`config.mk`:
```
export PLATFORM = sky130hd
export DESIGN_NAME = dda_ray_tx_flat
export DESIGN_NICKNAME = d
export VERILOG_FILES = /design/src/rtl/dda_ray_tx_if.sv /design/src/rtl/dda_ray_tx.sv /design/src/flat_wrapper.sv
export SDC_FILE = /design/constraint.sdc
export NUM_CORES = 1
export LEC_CHECK = 0
export ABC_AREA = 0
export BUFFER_PORTS_ARGS = -buffer_cell sky130_fd_sc_hd__buf_4
export CAP_MARGIN = 15
export CORE_ASPECT_RATIO = 0.8
export CORE_MARGIN = 4
export CORE_UTILIZATION = 60
export CTS_CLUSTER_DIAMETER = 120
export DETAILED_ROUTE_END_ITERATION = 8
export PLACE_DENSITY = 0.77
export SLEW_MARGIN = 20
export SYNTH_ARGS = -nofsm -noshare
export SYNTH_HDL_FRONTEND = slang
export SYNTH_SLANG_ARGS = --single-unit
```
`constraint.sdc`:
```
create_clock -name pixel_clk_in -period 7.15 [get_ports pixel_clk_in]
set_input_delay 1.43 -clock pixel_clk_in [delete_from_list [all_inputs] [get_ports pixel_clk_in]]
set_output_delay 1.43 -clock pixel_clk_in [all_outputs]
set_load 0.01 [all_outputs]
```
`src/rtl/dda_ray_tx_if.sv`:
```
// Ray stream bundle between the DDA core, the ray TX FIFO and the transformation stage.
// The DUT uses the slave modport; a bench or upstream wrapper drives it through master.
interface dda_ray_tx_if #(
    parameter int DEPTH = 8
);
    localparam int CW = $clog2(DEPTH) + 1;

    logic          ray_valid_in;
    logic          ray_ready_out;
    logic [8:0]    hcount_in;
    logic [15:0]   line_height_in;
    logic          wall_type_in;
    logic [3:0]    map_data_in;
    logic [15:0]   wall_x_in;
    logic          dda_fifo_tvalid_out;
    logic [37:0]   dda_fifo_tdata_out;
    logic          dda_fifo_tlast_out;
    logic          dda_fifo_tready_in;
    logic          frame_done_out;
    logic          order_err_out;
    logic [CW-1:0] fill_count_out;

    modport slave (
        input  ray_valid_in, hcount_in, line_height_in, wall_type_in, map_data_in, wall_x_in,
        input  dda_fifo_tready_in,
        output ray_ready_out, dda_fifo_tvalid_out, dda_fifo_tdata_out, dda_fifo_tlast_out,
        output frame_done_out, order_err_out, fill_count_out
    );

    modport master (
        output ray_valid_in, hcount_in, line_height_in, wall_type_in, map_data_in, wall_x_in,
        output dda_fifo_tready_in,
        input  ray_ready_out, dda_fifo_tvalid_out, dda_fifo_tdata_out, dda_fifo_tlast_out,
        input  frame_done_out, order_err_out, fill_count_out
    );
endinterface

```
`src/rtl/dda_ray_tx.sv`:
```
// Transmit side of the DDA ray stream: clamps and packs each column result, queues it in a
// small FIFO and presents it on a valid/data/last stream, tracking column order and frame end.
module dda_ray_tx #(
    parameter int SCREEN_WIDTH  = 320,
    parameter int SCREEN_HEIGHT = 180,
    parameter int DEPTH         = 8
) (
    input logic          pixel_clk_in,
    input logic          rst_in,
    dda_ray_tx_if.slave  bus
);
    localparam int PW = $clog2(DEPTH);
    localparam int CW = PW + 1;
    localparam logic [8:0]    LAST_COL   = 9'(SCREEN_WIDTH - 1);
    localparam logic [15:0]   HEIGHT_MAX = 16'(SCREEN_HEIGHT);
    localparam logic [CW-1:0] FULL_COUNT = CW'(DEPTH);

    // Each entry carries its tlast flag in bit 38 above the 38-bit column word.
    logic [38:0]   mem_q [DEPTH];
    logic [38:0]   mem_d [DEPTH];
    logic [PW-1:0] rd_ptr_q, rd_ptr_d;
    logic [PW-1:0] wr_ptr_q, wr_ptr_d;
    logic [CW-1:0] count_q, count_d;
    logic [8:0]    expected_q, expected_d;
    logic          order_err_q, order_err_d;
    logic          frame_done_q, frame_done_d;

    logic          full;
    logic          empty;
    logic          push;
    logic          pop;
    logic [7:0]    height;
    logic [38:0]   in_word;
    logic [38:0]   head_word;

    always_comb begin
        full      = (count_q == FULL_COUNT);
        empty     = (count_q == '0);
        push      = bus.ray_valid_in && !full;
        pop       = !empty && bus.dda_fifo_tready_in;
        height    = (bus.line_height_in > HEIGHT_MAX) ? HEIGHT_MAX[7:0] : bus.line_height_in[7:0];
        in_word   = {(bus.hcount_in == LAST_COL), bus.hcount_in, height,
                     bus.wall_type_in, bus.map_data_in, bus.wall_x_in};
        head_word = mem_q[rd_ptr_q];
    end

    always_comb begin
        mem_d        = mem_q;
        rd_ptr_d     = rd_ptr_q;
        wr_ptr_d     = wr_ptr_q;
        count_d      = count_q;
        expected_d   = expected_q;
        order_err_d  = order_err_q;
        frame_done_d = pop && head_word[38];

        if (push) begin
            mem_d[wr_ptr_q] = in_word;
            wr_ptr_d        = wr_ptr_q + 1'b1;
        end
        if (pop) begin
            rd_ptr_d = rd_ptr_q + 1'b1;
        end

        case ({push, pop})
            2'b10:   count_d = count_q + 1'b1;
            2'b01:   count_d = count_q - 1'b1;
            default: count_d = count_q;
        endcase

        // Out-of-range columns can never be in sequence, so they always flag an error.
        if (push) begin
            if ((bus.hcount_in != expected_q) || (bus.hcount_in > LAST_COL)) begin
                order_err_d = 1'b1;
            end
            expected_d = (bus.hcount_in == LAST_COL) ? 9'd0 : bus.hcount_in + 9'd1;
        end
    end

    always_ff @(posedge pixel_clk_in) begin
        if (rst_in) begin
            rd_ptr_q     <= '0;
            wr_ptr_q     <= '0;
            count_q      <= '0;
            expected_q   <= '0;
            order_err_q  <= 1'b0;
            frame_done_q <= 1'b0;
        end else begin
            rd_ptr_q     <= rd_ptr_d;
            wr_ptr_q     <= wr_ptr_d;
            count_q      <= count_d;
            expected_q   <= expected_d;
            order_err_q  <= order_err_d;
            frame_done_q <= frame_done_d;
        end
    end

    // Storage needs no reset: the head is masked to zero whenever the FIFO is empty.
    always_ff @(posedge pixel_clk_in) begin
        mem_q <= mem_d;
    end

    assign bus.ray_ready_out       = !full;
    assign bus.dda_fifo_tvalid_out = !empty;
    assign bus.dda_fifo_tdata_out  = empty ? 38'd0 : head_word[37:0];
    assign bus.dda_fifo_tlast_out  = !empty && head_word[38];
    assign bus.frame_done_out      = frame_done_q;
    assign bus.order_err_out       = order_err_q;
    assign bus.fill_count_out      = count_q;
endmodule

```
`src/flat_wrapper.sv`:
```
// flat-port wrapper written by rule: the top's interface ports become plain ports
module dda_ray_tx_flat 
#(
    parameter int SCREEN_WIDTH  = 320,
    parameter int SCREEN_HEIGHT = 180,
    parameter int DEPTH         = 8
)
  (pixel_clk_in, rst_in, bus_ray_valid_in, bus_hcount_in, bus_line_height_in, bus_wall_type_in, bus_map_data_in, bus_wall_x_in, bus_dda_fifo_tready_in, bus_ray_ready_out, bus_dda_fifo_tvalid_out, bus_dda_fifo_tdata_out, bus_dda_fifo_tlast_out, bus_frame_done_out, bus_order_err_out, bus_fill_count_out);
  dda_ray_tx_if #(.DEPTH(DEPTH)) bus_i ();
  input logic pixel_clk_in;
  input logic rst_in;
  input wire logic [$bits(bus_i.ray_valid_in)-1:0] bus_ray_valid_in;
  input wire logic [$bits(bus_i.hcount_in)-1:0] bus_hcount_in;
  input wire logic [$bits(bus_i.line_height_in)-1:0] bus_line_height_in;
  input wire logic [$bits(bus_i.wall_type_in)-1:0] bus_wall_type_in;
  input wire logic [$bits(bus_i.map_data_in)-1:0] bus_map_data_in;
  input wire logic [$bits(bus_i.wall_x_in)-1:0] bus_wall_x_in;
  input wire logic [$bits(bus_i.dda_fifo_tready_in)-1:0] bus_dda_fifo_tready_in;
  output wire logic [$bits(bus_i.ray_ready_out)-1:0] bus_ray_ready_out;
  output wire logic [$bits(bus_i.dda_fifo_tvalid_out)-1:0] bus_dda_fifo_tvalid_out;
  output wire logic [$bits(bus_i.dda_fifo_tdata_out)-1:0] bus_dda_fifo_tdata_out;
  output wire logic [$bits(bus_i.dda_fifo_tlast_out)-1:0] bus_dda_fifo_tlast_out;
  output wire logic [$bits(bus_i.frame_done_out)-1:0] bus_frame_done_out;
  output wire logic [$bits(bus_i.order_err_out)-1:0] bus_order_err_out;
  output wire logic [$bits(bus_i.fill_count_out)-1:0] bus_fill_count_out;
  assign bus_i.ray_valid_in = bus_ray_valid_in;
  assign bus_i.hcount_in = bus_hcount_in;
  assign bus_i.line_height_in = bus_line_height_in;
  assign bus_i.wall_type_in = bus_wall_type_in;
  assign bus_i.map_data_in = bus_map_data_in;
  assign bus_i.wall_x_in = bus_wall_x_in;
  assign bus_i.dda_fifo_tready_in = bus_dda_fifo_tready_in;
  assign bus_ray_ready_out = bus_i.ray_ready_out;
  assign bus_dda_fifo_tvalid_out = bus_i.dda_fifo_tvalid_out;
  assign bus_dda_fifo_tdata_out = bus_i.dda_fifo_tdata_out;
  assign bus_dda_fifo_tlast_out = bus_i.dda_fifo_tlast_out;
  assign bus_frame_done_out = bus_i.frame_done_out;
  assign bus_order_err_out = bus_i.order_err_out;
  assign bus_fill_count_out = bus_i.fill_count_out;
  dda_ray_tx #(.SCREEN_WIDTH(SCREEN_WIDTH), .SCREEN_HEIGHT(SCREEN_HEIGHT), .DEPTH(DEPTH)) u_core (.pixel_clk_in(pixel_clk_in), .rst_in(rst_in), .bus(bus_i));
endmodule
```
Word-level counts from Yosys, hierarchy flattened. Cells that the tools add are included.

Add/sub/neg operators: 5. $lt $le $gt $ge: 5. Equal/unequal tests: 5. Mux-type cells: 10. Bitwise gates (word level): 2. Reduce and logical (&&, ||, !) cells: 11.

Operators with widths (count): bitwise mux 312 bit (1); binary-select mux 39 bit (select 3 bit) (1); demux 39 bit (select 3 bit) (1); 2-to-1 mux 39 bit (3); 2-to-1 mux 38 bit (1); > comparator 16 x 8 -> 1 bit, second input constant (1); adder 9 x 1 -> 9 bit, second input constant (1); == test 9 bit, second input constant (1); > comparator 9 bit, second input constant (1); 2-to-1 mux 9 bit (1); inequality test 9 bit (1); greater-or-equal comparator 4 bit, second input constant (2); 2-to-1 mux 8 bit (1); inverter 3 -> 4 bit (2); case mux 4 bit (2 select lines) (1); adder 3 x 1 -> 3 bit, second input constant (2); logical AND 1 bit (5); adder 4 x 1 -> 4 bit, second input constant (1); == test 4 bit, second input constant (1); zero test 4 bit (1); less-than comparator 4 x 1 -> 1 bit, second input constant (1); subtractor 4 x 1 -> 4 bit, second input constant (1); == test 2 x 1 -> 1 bit, second input constant (1); == test 2 bit, second input constant (1); other kinds (4) (5).

Flip-flop bits (word level): 333. Input port bits: 50. Output and inout bits: 47. Word-level logic and storage cells: 52.

Depth between registers and ports, before layout.
Depth in word-level cells: 6. Gate-level depth with buffers: 12. Mapped depth without buffers: 11.

Worst setup path before layout. No wires, ideal clock.

Path type: in2reg. From: input bus_ray_valid_in. To: register u_core.mem_q[273] (netlist name), enable pin. Setup time: 0.533 ns. Arrival time: 5.495 ns. Data required time: 6.617 ns. Slack: 1.123 ns. Stages on the path: 4. Buffers on the path: 1. Cell sequence: and2_4 -> clkinv_2 -> buf_6 -> nor4_1.

Cells in the longest elaborated chain, start to end: 1.

Ends and longest elaborated chain: start: declaration (RTL line flat_wrapper.sv:12) `input wire logic [$bits(bus_i.ray_valid_in)-1:0] bus_ray_valid_in;`; logical AND 1 bit (RTL line dda_ray_tx.sv:39) `push = bus.ray_valid_in && !full;`; end signal: assignment (RTL line dda_ray_tx.sv:99) `mem_q <= mem_d;`; end: declaration (RTL line dda_ray_tx.sv:19) `logic [38:0] mem_q [DEPTH];`.

No other way between the ends. A chain may end at the register's enable or synchronous reset.

Final worst setup path.
From: register u_core.rd_ptr_q[0]. To: output bus_dda_fifo_tdata_out[15].

Cells in the longest elaborated chain, start to end: 5.

Ends and longest elaborated chain: start: declaration (RTL line dda_ray_tx.sv:21) `logic [PW-1:0] rd_ptr_q, rd_ptr_d;`; start signal: assignment (RTL line dda_ray_tx.sv:88) `rd_ptr_q <= rd_ptr_d;`; inverter 3 -> 4 bit (implied by the code) (RTL line dda_ray_tx.sv:44) `head_word = mem_q[rd_ptr_q];`; binary-select mux 39 bit (select 3 bit) (RTL line dda_ray_tx.sv:44); 2-to-1 mux 39 bit (implied by the code) (2 in series) (RTL line dda_ray_tx.sv:44); 2-to-1 mux 38 bit (RTL line dda_ray_tx.sv:104) `assign bus.dda_fifo_tdata_out = empty ? 38'd0 : head_word[37:0];`; end: declaration (RTL line flat_wrapper.sv:21) `output wire logic [$bits(bus_i.dda_fifo_tdata_out)-1:0] bus_dda_fifo_tdata_out;`.

No other way between the ends. The select of a mux whose other input is x is not followed.

==> impl_metrics.env <==
export IMPL_drt_pass1_iter_count=5
export IMPL_final_layout_size_suffix_gt1_share_pct=32.92
export IMPL_min_path_cells=2
export IMPL_grt_first_pass_wirelength_mm=40.11
export IMPL_cts_htree_levels=1
export IMPL_cts_resized=0
export IMPL_status="finished, final reports clean"
export IMPL_layout_cells_non_filler=1074
export IMPL_wl_mm=25.63
export IMPL_num_antenna_cells=0
export IMPL_utilization_pct=70.98
export IMPL_ys_seq_area_share_pct=74.28
export IMPL_synthTopCellsByArea="edfxtp_1, mux4_2, dfxtp_1"
export IMPL_critPathKind="reg -> out"
export IMPL_syn_area_mm2=0.01318
export IMPL_grt_max_degree=81
export IMPL_leakage_nw=5.056
export IMPL_worstSetupStartpointType="flop"
export IMPL_cts_buffer_depth=3
export IMPL_ir_worst_vdd_mv=0.2574
export IMPL_place_area_mm2=0.01422
export IMPL_syn_num_nets=721
export IMPL_cp_end_kind="output port"
export IMPL_synthArstFlopShare_pct=0
export IMPL_pwr_share_seq_pct=44.3
export IMPL_drc=0
export IMPL_gp_congestion=0.7587
export IMPL_syn_inst=665
export IMPL_reg2reg_depth=12
export IMPL_tightest_slew_ns=0.8934
export IMPL_r2r_start="u_core.bus.fill_count_out[0]$_SDFFE_PP0P_"
export IMPL_num_nets_final=830
export IMPL_grt_usage_pct=21.13
export IMPL_crit_cells=6
export IMPL_dpl_hpwl_mm=13.79
export IMPL_worst_path_buf_inv=3
export IMPL_io_buffers=96
export IMPL_die_width_um=173.7
export IMPL_seq_area_mm2=0.009798
export IMPL_viasPerCell=6.118
export IMPL_row_count=48
export IMPL_synth_cell_types=44
export IMPL_synth_edf_count=312
export IMPL_cts_clk_slew_worst_paths_ns=0.07
export IMPL_clock_sinks=333
export IMPL_nFillCells=1261
export IMPL_period_needed_ns=4.480
export IMPL_syn_avg_cell_area_um2=19.82
export IMPL_dp_cells=1014
export IMPL_rsz0062_at_grt="false"
export IMPL_first_iter_violations=608
export IMPL_final_common_cell="edfxtp_1"
export IMPL_r2r_end="u_core.bus.fill_count_out[2]$_SDFFE_PP0P_"
export IMPL_power_switching_mw=1.406
export IMPL_crit_fanout=33
export IMPL_critPathSlowestCell="dfxtp_4"
export IMPL_ant_nets=0
export IMPL_synth_warnings=0
export IMPL_max_cap_viol_count=0
export IMPL_via_count=6571
export IMPL_cts_tree="yes"
export IMPL_final_cell_mix="edfxtp_1, buf_4, mux4_2, nor2_1, mux2i_1"
export IMPL_start_util_pct=61.12
export IMPL_root_buffer="clkbuf_16"
export IMPL_netSwitchingFraction_pct=26.75
export IMPL_setup_viol=0
export IMPL_multi_input_area_mm2=0.003249
export IMPL_num_io_pins=97
export IMPL_worst_ep_arrival_time_ns=3.05
export IMPL_pwr_share_comb_pct=24.2
export IMPL_fmax_mhz=223.2
export IMPL_yosys_area_top_type="edfxtp_1"
export IMPL_final_hold_viol_count=0
export IMPL_power_total_mw=5.258
export IMPL_clk_latency_ns=0.56
export IMPL_grt_overflow=0
export IMPL_clock_skew_ns=0.02662
export IMPL_powerDensity_mw_per_mm2=343.6
export IMPL_cts_buffers=31
export IMPL_cp_top_family="buffers and inverters"
export IMPL_areaGrowthSynthToFinish_pct=16.12
export IMPL_post_cts_repair_setup_buffers=0
export IMPL_required_ns=5.72
export IMPL_setup_tns_ns=0
export IMPL_crit_path_max_incr_delay_ns=0.65
export IMPL_slew_headroom_pct=39.99
export IMPL_power_frac_clock_pct=31.5
export IMPL_design_core_area_mm2=0.02156
export IMPL_design_area_mm2=0.01530
export IMPL_die_y_um=140.6
export IMPL_regToRegSetupSlack_ns=4.10
export IMPL_cp_cell_sequence="buf_16 > buf_4 > mux4_2 > mux2i_1 > nor2_1 > buf_4"
export IMPL_grt_pass1_vias=6944
export IMPL_synth_top_cell_area_share_pct=71.09
export IMPL_hold_path_class="reg -> reg"
export IMPL_ys_flop_type="edfxtp_1"
export IMPL_min_from="u_core.expected_q[5]$_SDFFE_PP0P_"
export IMPL_min_to="u_core.expected_q[5]$_SDFFE_PP0P_"
export IMPL_wl_per_cell_um=23.87
export IMPL_yosys_register_bits=333
export IMPL_grt_antenna_before_repair=0
export IMPL_ctsHoldBuffers=0
export IMPL_dieArea_mm2=0.02442
export IMPL_timing_final_crit_share_pct=62.66
export IMPL_p_int_mw=3.852
export IMPL_worst_path_most_repeated_cell="buf_4"
export IMPL_slew_violations=0
[state kept, by name (all words and copies together) (netlist names)]
| register | count |
|---|---|
| u_core.mem_q | 312 |
| u_core.bus.fill_count_out | 4 |
| u_core.rd_ptr_q | 3 |
| u_core.wr_ptr_q | 3 |
| u_core.expected_q | 9 |
| u_core.bus.order_err_out | 1 |
| u_core.bus.frame_done_out | 1 |
[through the flow]
step	worst slack, ns	hold WS, ns
after detailed placement	2.920	0.4622
after floorplan	1.123	0.4528
after global placement	2.957	0.4608
final	2.670	0.4737
after CTS	2.320	0.4734
after global routing	2.363	0.4899
[power groups by stage]
| stage | Sequential [mW] | Clock, mW | Combinational (mW) |
|---|---|---|---|
| after detailed placement | 2.44 | 0 | 1.20 |
| after global placement | 2.43 | 0 | 1.17 |
| after floorplan | 2.31 | 0 | 0.860 |
| final | 2.33 | 1.65 | 1.27 |
| after CTS | 2.40 | 1.69 | 1.20 |
| after global routing | 2.34 | 1.78 | 1.38 |
[cell type report]
type / instances / share of cell area [%]
well taps: 275 / 2.248
clock inverters: 21 / 1.537
flip-flops and latches: 333 / 64.03
repair buffers: 109 / 5.560
clock buffers: 37 / 5.216
multi-input cells: 292 / 21.23
inverters: 7 / 0.1799
[cell families (layout without fill, tap and decap cells)]
group	Yosys count	in the layout	share of synthesized area [%]
flops	333	333	74.28
mux	118	118	16.37
simple gates	117	117	4.187
buf+inv	40	174	1.481
compound gates	33	33	1.918
xor+xnor	18	18	1.196
fa+ha+maj	6	6	0.5696
[how the worst max path moves through the flow]
stage                               startpoint                     endpoint  slack [ns]
3_3_place_gp   u_core.rd_ptr_q[0]$_SDFFE_PP0N_   bus_dda_fifo_tdata_out[13]        2.96
4_1_cts        u_core.rd_ptr_q[0]$_SDFFE_PP0N_   bus_dda_fifo_tdata_out[15]        2.32
5_1_grt        u_core.rd_ptr_q[0]$_SDFFE_PP0N_   bus_dda_fifo_tdata_out[15]        2.36
6_report       u_core.rd_ptr_q[0]$_SDFFE_PP0N_   bus_dda_fifo_tdata_out[15]        2.67
3_5_place_dp   u_core.rd_ptr_q[0]$_SDFFE_PP0N_    bus_dda_fifo_tdata_out[6]        2.92
2_1_floorplan                 bus_ray_valid_in  u_core.mem_q[273]$_DFFE_PP_        1.12
[metal layers]
| layer | vias to the layer above | part of all wire [%] | wire, µm | track usage, % |
|---|---|---|---|---|
| li1 | 2903 | - | - | - |
| met1 | 3430 | 43 | 10940 | 30.45 |
| met2 | 206 | 50 | 12850 | 35.31 |
| met3 | 32 | 5.6 | 1446 | 3.697 |
| met4 | 0 | 1.6 | 401 | 3.915 |
| met5 | - | 0 | 0 | 0 |
[worst register-to-register path, cell delays in order, from the launching register on]
cell,delay (ns)
dfxtp_1,0.41
nor4_2,0.27
buf_4,0.54
inv_2,0.14
nand2_1,0.19
inv_1,0.09
ha_1,0.26
xor2_1,0.18
ha_1,0.21
a21oi_1,0.15
xor2_1,0.10
or3_1,0.32
a21oi_1,0.14
[synth_stat cells, types with 4 or more instances]
master / n
a21oi_1: 5
a21oi_2: 4
buf_2: 11
clkbuf_1: 14
dfxtp_1: 21
edfxtp_1: 312
ha_1: 6
inv_1: 5
mux2i_1: 40
mux4_2: 78
nand2_1: 14
nand3_1: 8
nor2_1: 59
nor3_1: 7
nor4_1: 6
o21ai_0: 10
or3_1: 6
xnor2_1: 9
xor2_1: 9
(Power assumes the default switching activity.)
